<file path="src/rtl/adc_sample_formatter_if.sv">
// Sample/result bundle between the ADC capture side and the sample formatter.
// The master drives samples and mode bits; the slave (formatter) returns the formatted word.
interface adc_sample_formatter_if #(
  parameter int IN_BITS  = 12,
  parameter int OUT_BITS = 13
);
  logic [IN_BITS-1:0]  din;
  logic                din_valid;
  logic                offset_mode;
  logic                round_en;
  logic [OUT_BITS-1:0] dout;
  logic                dout_valid;
  logic                overflow;

  modport master (
    output din, din_valid, offset_mode, round_en,
    input  dout, dout_valid, overflow
  );

  modport slave (
    input  din, din_valid, offset_mode, round_en,
    output dout, dout_valid, overflow
  );
endinterface

</file>
<file path="src/rtl/adc_sample_formatter.sv">
// ADC sample formatter: optional block average, top-bit select with round/saturate,
// then offset-binary or two's-complement extension for the servo PWM path.
module adc_sample_formatter #(
  parameter int IN_BITS  = 12,
  parameter int SEL_BITS = 8,
  parameter int OUT_BITS = 13,
  parameter int AVG_LOG2 = 2
) (
  input  logic                  clk,
  input  logic                  reset,
  adc_sample_formatter_if.slave bus
);
  localparam int AW  = IN_BITS + AVG_LOG2;
  localparam int CW  = (AVG_LOG2 > 0) ? AVG_LOG2 : 1;
  localparam int SH  = IN_BITS - SEL_BITS;
  localparam int HSH = (SH > 0) ? SH - 1 : 0;
  localparam logic [CW-1:0]       CNT_LAST = CW'((1 << AVG_LOG2) - 1);
  localparam logic [IN_BITS:0]    HALF     = (SH > 0) ? ((IN_BITS+1)'(1) << HSH) : '0;
  localparam logic [SEL_BITS-1:0] MSB      = SEL_BITS'(1) << (SEL_BITS - 1);

  // Returns {overflow, field}; rounding only ever adds, so only the positive end saturates.
  function automatic logic [SEL_BITS:0] round_sat(input logic signed [IN_BITS-1:0] m,
                                                  input logic rnd);
    logic [IN_BITS:0] t;
    t = {m[IN_BITS-1], m} + HALF;
    if (rnd && (SH > 0)) begin
      if (!t[IN_BITS] && t[IN_BITS-1]) return {1'b1, ~MSB};
      return {1'b0, t[IN_BITS-1 -: SEL_BITS]};
    end
    return {1'b0, m[IN_BITS-1 -: SEL_BITS]};
  endfunction

  function automatic logic [OUT_BITS-1:0] extend(input logic [SEL_BITS-1:0] field,
                                                 input logic offs);
    if (offs) return OUT_BITS'(field ^ MSB);
    return OUT_BITS'($signed(field));
  endfunction

  logic signed [IN_BITS-1:0] r_din_p0;
  logic                      r_vld_p0, r_offs_p0, r_rnd_p0;
  logic signed [AW-1:0]      r_acc_p1;
  logic [CW-1:0]             r_cnt_p1;
  logic signed [IN_BITS-1:0] r_mean_p1;
  logic                      r_vld_p1, r_offs_p1, r_rnd_p1;
  logic [OUT_BITS-1:0]       r_dout_p2;
  logic                      r_vld_p2, r_ovf_p2;

  logic signed [AW-1:0]      w_sum;
  logic signed [AW-1:0]      w_shift;
  logic                      w_last;
  logic [SEL_BITS:0]         w_rs;

  assign w_sum   = r_acc_p1 + AW'(r_din_p0);
  assign w_shift = w_sum >>> AVG_LOG2;
  assign w_last  = (r_cnt_p1 == CNT_LAST);
  assign w_rs    = round_sat(r_mean_p1, r_rnd_p1);

  // ---- p0: input capture (sample and the mode bits that travel with it)
  always_ff @(posedge clk) begin
    if (reset) begin
      r_din_p0  <= '0;
      r_vld_p0  <= 1'b0;
      r_offs_p0 <= 1'b0;
      r_rnd_p0  <= 1'b0;
    end else begin
      r_vld_p0 <= bus.din_valid;
      if (bus.din_valid) begin
        r_din_p0  <= $signed(bus.din);
        r_offs_p0 <= bus.offset_mode;
        r_rnd_p0  <= bus.round_en;
      end
    end
  end

  // ---- p1: block accumulate; modes latched only with the block's final sample
  always_ff @(posedge clk) begin
    if (reset) begin
      r_acc_p1  <= '0;
      r_cnt_p1  <= '0;
      r_mean_p1 <= '0;
      r_vld_p1  <= 1'b0;
      r_offs_p1 <= 1'b0;
      r_rnd_p1  <= 1'b0;
    end else begin
      r_vld_p1 <= 1'b0;
      if (r_vld_p0) begin
        if (w_last) begin
          r_mean_p1 <= IN_BITS'(w_shift);
          r_acc_p1  <= '0;
          r_cnt_p1  <= '0;
          r_vld_p1  <= 1'b1;
          r_offs_p1 <= r_offs_p0;
          r_rnd_p1  <= r_rnd_p0;
        end else begin
          r_acc_p1 <= w_sum;
          r_cnt_p1 <= r_cnt_p1 + CW'(1);
        end
      end
    end
  end

  // ---- p2: format; dout holds between strobes
  always_ff @(posedge clk) begin
    if (reset) begin
      r_dout_p2 <= '0;
      r_vld_p2  <= 1'b0;
      r_ovf_p2  <= 1'b0;
    end else begin
      r_vld_p2 <= r_vld_p1;
      r_ovf_p2 <= r_vld_p1 & w_rs[SEL_BITS];
      if (r_vld_p1) r_dout_p2 <= extend(w_rs[SEL_BITS-1:0], r_offs_p1);
    end
  end

  assign bus.dout       = r_dout_p2;
  assign bus.dout_valid = r_vld_p2;
  assign bus.overflow   = r_ovf_p2;
endmodule

</file>
<file path="src/flat_wrapper.sv">
// flat-port wrapper written by rule: the top's interface ports become plain ports
module adc_sample_formatter_flat 
#(
  parameter int IN_BITS  = 12,
  parameter int SEL_BITS = 8,
  parameter int OUT_BITS = 13,
  parameter int AVG_LOG2 = 2
)
  (clk, reset, bus_din, bus_din_valid, bus_offset_mode, bus_round_en, bus_dout, bus_dout_valid, bus_overflow);
  adc_sample_formatter_if #(.IN_BITS(IN_BITS), .OUT_BITS(OUT_BITS)) bus_i ();
  input  logic clk;
  input  logic reset;
  input wire logic [$bits(bus_i.din)-1:0] bus_din;
  input wire logic [$bits(bus_i.din_valid)-1:0] bus_din_valid;
  input wire logic [$bits(bus_i.offset_mode)-1:0] bus_offset_mode;
  input wire logic [$bits(bus_i.round_en)-1:0] bus_round_en;
  output wire logic [$bits(bus_i.dout)-1:0] bus_dout;
  output wire logic [$bits(bus_i.dout_valid)-1:0] bus_dout_valid;
  output wire logic [$bits(bus_i.overflow)-1:0] bus_overflow;
  assign bus_i.din = bus_din;
  assign bus_i.din_valid = bus_din_valid;
  assign bus_i.offset_mode = bus_offset_mode;
  assign bus_i.round_en = bus_round_en;
  assign bus_dout = bus_i.dout;
  assign bus_dout_valid = bus_i.dout_valid;
  assign bus_overflow = bus_i.overflow;
  adc_sample_formatter #(.IN_BITS(IN_BITS), .SEL_BITS(SEL_BITS), .OUT_BITS(OUT_BITS), .AVG_LOG2(AVG_LOG2)) u_core (.clk(clk), .reset(reset), .bus(bus_i));
endmodule
</file>
<file path="config.mk">
export PLATFORM = sky130hd
export DESIGN_NAME = adc_sample_formatter_flat
export DESIGN_NICKNAME = d
export VERILOG_FILES = /design/src/rtl/adc_sample_formatter_if.sv /design/src/rtl/adc_sample_formatter.sv /design/src/flat_wrapper.sv
export SDC_FILE = /design/constraint.sdc
export NUM_CORES = 1
export LEC_CHECK = 0
export ABC_AREA = 0
export CAP_MARGIN = 20
export CORE_MARGIN = 5
export CORE_UTILIZATION = 51
export DETAILED_ROUTE_END_ITERATION = 8
export PLACE_DENSITY_LB_ADDON = 0.12
export SYNTH_ARGS = -nofsm -noshare
export SYNTH_HDL_FRONTEND = slang
export SYNTH_SLANG_ARGS = --single-unit
export TNS_END_PERCENT = 1
</file>
<file path="constraint.sdc">
create_clock -name clk -period 1.9 [get_ports clk]
set_input_delay 0.19 -clock clk [delete_from_list [all_inputs] [get_ports clk]]
set_output_delay 0.19 -clock clk [all_outputs]
set_load 0.03 [all_outputs]
</file>
# Yosys cells after proc, flatten, opt, wreduce, memory -nomap -nowiden
# Cells that the tools add are included.
# word_totals
reg_bits	61
output_inout_bits	15
word_cells	39
# op_classes
add_sub_neg	3
n_eq_ne	1
mux	15
n_bitwise	3
reduce_logical	4
# ops
op	count
9-bit two-way mux	4
13-bit two-way mux	2
14-bit by 12-bit adder with 14-bit output	1
14-bit two-way mux	1
12-bit by 5-bit adder with 13-bit output, second input constant	1
1-bit two-way mux	7
2-bit by 1-bit adder with 2-bit output, second input constant	1
2-bit equality test, second input constant	1
2-bit two-way mux	1
1-bit inverter	2
2-bit AND reduction	1
2-bit OR reduction	1
1-bit AND	1
1-bit logical AND	1
1-bit zero test	1

# Longest topological paths before layout
# depth
word_depth	11
mapped_depth	9
ltp_nobuf	9

# Worst setup path after synthesis
# No wires, ideal clock.
# synth_path
path_kind	register to register
startpoint	reg u_core.r_din_p0[0]
endpoint	reg u_core.r_mean_p1[10]
setup_time_ns	0.062
arrival_ns	1.945
required_ns	1.838
setup_slack_ns	-0.108
stages_incl_launch_ff	10
path_buffers	0
cell_sequence	dfxtp_1 ha_1 inv_1 fa_1 and2b_4 o2111ai_2 a21oi_2 a211oi_2 or4_1 nand3_1
# synth_between
elab_chain_cells	1
# synth_lines
item	line	rtl
start, declared	adc_sample_formatter.sv:39	logic signed [IN_BITS-1:0] r_din_p0;
start signal, assigned	adc_sample_formatter.sv:68	r_din_p0 <= $signed(bus.din);
14-bit by 12-bit adder with 14-bit output	adc_sample_formatter.sv:53	assign w_sum = r_acc_p1 + AW'(r_din_p0);
end signal, assigned	adc_sample_formatter.sv:88	r_mean_p1 <= IN_BITS'(w_shift);
end, declared	adc_sample_formatter.sv:43	logic signed [IN_BITS-1:0] r_mean_p1;
# No other way between the ends.
# A chain may end at the register's enable or synchronous reset.

# Worst setup path after layout
# layout_path
startpoint	reg u_core.r_din_p0[0]
endpoint	reg u_core.r_mean_p1[8]
# Same word-level chain as after synthesis.

==> results.py <==
metrics = {
    "setup_path": {
        "path_class": "register to register",
        "crit_required_ns": 2.07,
        "end_kind": "register",
        "critPathLaunchType": "register",
        "arrival_ns": 2.20,
        "reg2reg_depth": 9,
        "critical_path.max_fanout": 3,
    },
    "global_route": {
        "antenna_found_initial": 0,
        "grt_pass1_wl_microns": 10560,
        "track_usage": 0.1756,
        "grt_max_degree": 56,
        "grt_pass1_vias": 2308,
        "gr-total-overflow": 0,
    },
    "finish": {
        "antennaDiodeCount": 0,
        "layout-drive-gt1-share": 0.1489,
        "syn2layout_area_growth_pct": 23.22,
        "fin_cells": 448,
        "fin_util": 0.6465,
        "nets": 409,
        "design_area_sq_um": 3538,
    },
    "logic_synthesis": {
        "seq_area_frac_synth": 0.3765,
        "syn_nets": 364,
        "syn_area_sq_um": 2872,
        "yosysTopAreaCell": "dfxtp_1",
        "synth_top_area_share": 0.3765,
        "syn_avg_cell_area_sq_um": 8.702,
        "synth.most_common_cell": "dfxtp_1",
        "synth_cell_types": 52,
        "synth-seq-cells": 54,
        "yosys-top-cells-area": "dfxtp_1 38%, mux2i_1 8.0%, ha_1 7.0%, nor2_1 5.6%, nand2_1 4.4%",
        "ys.flop_type": "dfxtp_1",
        "ys_async_sr_fraction": 0,
        "synth_cells": 330,
        "netlist_top_cells_count": "54 x dfxtp_1, 43 x nor2_1, 34 x nand2_1",
        "yosysWarningCount": 0,
        "synth-edff-count": 0,
    },
    "run": {
        "maxCapViolations": 0,
    },
    "floorplanning": {
        "io_pins": 32,
        "start_util": 0.5247,
        "die_w_microns": 85.04,
        "num_rows": 27,
        "core_sq_um": 5473,
        "die_h_microns": 85.04,
        "die-area_sq_um": 7231,
    },
    "worst_hold_path": {
        "hold_class": "primary input to register",
        "hold_depth": 4,
    },
    "place": {
        "dpl_cell_area_sq_um": 3382,
        "dp_hpwl_microns": 4533,
        "portBuffers": 31,
        "finalWeightedCongestion": 0.8768,
        "dp_cells": 439,
    },
    "sta": {
        "grt_setup_unrepaired": "true",
        "finalMaxSlewViolations": 0,
        "setup_violations": 7,
        "tightest_slew_ns": 0.5812,
        "fmax_mhz": 492.8,
        "skew_ns": 0.008560,
        "finalSetupTns_ns": -0.5278,
        "period_share": 1.068,
        "finalHoldViolations": 0,
        "fin_crit_ns": 2.029,
        "layout_setup_ws_ns": -0.1292,
        "slew_headroom": 0.6111,
        "finalHoldWorstSlack_ns": 0.3165,
    },
    "power": {
        "ir_drop_v": 0.0003958,
        "power_density_nw_per_um2": 609.9,
        "pwr-share-clk": 0.321,
        "p_leak_nw": 1.435,
        "seqPwrFrac": 0.550,
        "combPwrFrac": 0.128,
        "p_switching_mw": 0.5522,
        "p_int_mw": 1.606,
        "switching_share": 0.2559,
    },
    "cts": {
        "cts-root-buf": "clkbuf_8",
        "clkSinkCount": 54,
        "cts_hold_buffers": 0,
        "clock_latency_ns": 0.31,
        "path_clk_slew_ns": 0.10,
        "ctsHtreeMaxLevel": 2,
        "cts_tree": "done",
        "cts_buffer_depth": 2,
        "numCtsBuffers": 5,
    },
    "status": {
        "violations": "negative setup slack",
        "status": "complete, but fails checks",
    },
    "detailed_routing": {
        "drtAntennaViolNets": 0,
        "route.detailed.drc": 0,
        "via_per_inst": 5.424,
        "wl_per_cell_microns": 13.92,
        "drtPass1Iterations": 5,
        "wirelength_microns": 6238,
        "drtIter0Drc": 207,
        "vias": 2430,
    },
}
stage by stage:
| stage | worst slack (ns) | power [mW] |
|---|---|---|
| detailed placement | -0.2126 | 1.485 |
| global route | -0.2573 | 2.265 |
| CTS | -0.1564 | 2.182 |
| floorplan | -0.05791 | 1.376 |
| finish | -0.1292 | 2.158 |
| global placement | -0.1337 | 1.480 |
layout by cell type, fill, tap and decap left out, types with 2 or more instances in the layout:
| master | count |
|---|---|
| dfxtp_1 | 52 |
| nor2_1 | 43 |
| nand2_1 | 33 |
| clkdlybuf4s50_1 | 30 |
| buf_4 | 26 |
| mux2i_1 | 23 |
| a21oi_1 | 20 |
| ha_1 | 15 |
| nor2b_1 | 10 |
| inv_1 | 6 |
| nand3_1 | 6 |
| o22ai_1 | 6 |
| clkbuf_8 | 6 |
| xor2_1 | 5 |
| o21ai_0 | 5 |
| nand3b_1 | 5 |
| a21o_1 | 5 |
| and2_1 | 5 |
| nor3_1 | 5 |
| nand2b_1 | 4 |
| nand4_1 | 4 |
| xnor2_1 | 4 |
| nand4b_1 | 3 |
| a21oi_2 | 3 |
| o21a_1 | 3 |
| o211ai_1 | 3 |
| nor3b_1 | 3 |
| o21ai_1 | 3 |
| and3_1 | 2 |
| o31a_1 | 2 |
| a211oi_2 | 2 |
| o31ai_1 | 2 |
| a211oi_1 | 2 |
| dfxtp_2 | 2 |
layer usage:
metal,vias to the layer above,track usage,wire [microns]
met4,0,0.04317,48
met1,1127,0.2364,2986
met5,-,0,0
li1,1255,-,-
met2,44,0.2895,2969
met3,4,0.03398,234
area by class of cell:
class	instances	area, sq um
clock inverter	2	16.27
clock buffer	6	82.58
multi-input combinational	250	1739
tap	72	90.09
sequential	54	1084
fill	509	1934
inverter	7	26.28
timing repair buffer	57	500.5
state kept, by name, indices dropped and copies added, names as in the netlist:
register and flops:
u_core.r_acc_p1 14, u_core.r_rnd_p1 1, u_core.r_offs_p1 1, u_core.r_cnt_p1 2, u_core.bus.dout 9, u_core.r_offs_p0 1
u_core.bus.dout_valid 1, u_core.r_vld_p0 1, u_core.bus.overflow 1, u_core.r_rnd_p0 1, u_core.r_mean_p1 9, u_core.r_vld_p1 1
u_core.r_din_p0 12
cell families after synthesis:
logic type	synth area share
AND/OR/NAND/NOR	0.2214
AO/OA/AOI/OAI	0.1669
flip-flops	0.3765
buffers and inverters	0.04009
multiplexers	0.08017
adder cells (fa/ha/maj)	0.07669
XOR/XNOR	0.03834
worst max-delay path: stages (launching register included):
cell and delay [ns]:
dfxtp_2 0.35, ha_4 0.15, inv_2 0.05, fa_2 0.18, and2b_4 0.19, o2111ai_4 0.25
a21oi_4 0.10, o31ai_4 0.24, mux2i_1 0.25, o311ai_1 0.13
path summary, 6_finish.rpt:
path | start | to | slack (ns)
min reg2reg | u_core.r_offs_p0$_SDFFE_PP0P_ | u_core.r_offs_p1$_SDFFE_PP0P_ | 0.46
max | u_core.r_din_p0[0]$_SDFFE_PP0P_ | u_core.r_mean_p1[8]$_SDFFE_PP0P_ | -0.13
min | reset | u_core.r_acc_p1[12]$_SDFFE_PP0P_ | 0.32
max reg2reg | u_core.r_din_p0[0]$_SDFFE_PP0P_ | u_core.r_mean_p1[8]$_SDFFE_PP0P_ | -0.13
what timing repair did:
item                                    in CTS  in global routing
endpoints found under the setup margin       9                 15
resized for setup                            8                  3
hold endpoints to repair                     0                  0
pin swaps                                    7                  3
cloned                                       0                  0
buffers inserted                             1                  0
power groups by stage:
| stage | combinational (mW) | sequential (mW) | clock, mW |
|---|---|---|---|
| floorplan | 0.170 | 1.21 | 0 |
| global placement | 0.268 | 1.21 | 0 |
| detailed placement | 0.273 | 1.21 | 0 |
| CTS | 0.277 | 1.19 | 0.717 |
| global route | 0.306 | 1.19 | 0.767 |
| finish | 0.277 | 1.19 | 0.693 |
Power figures use the tool's default switching activity.
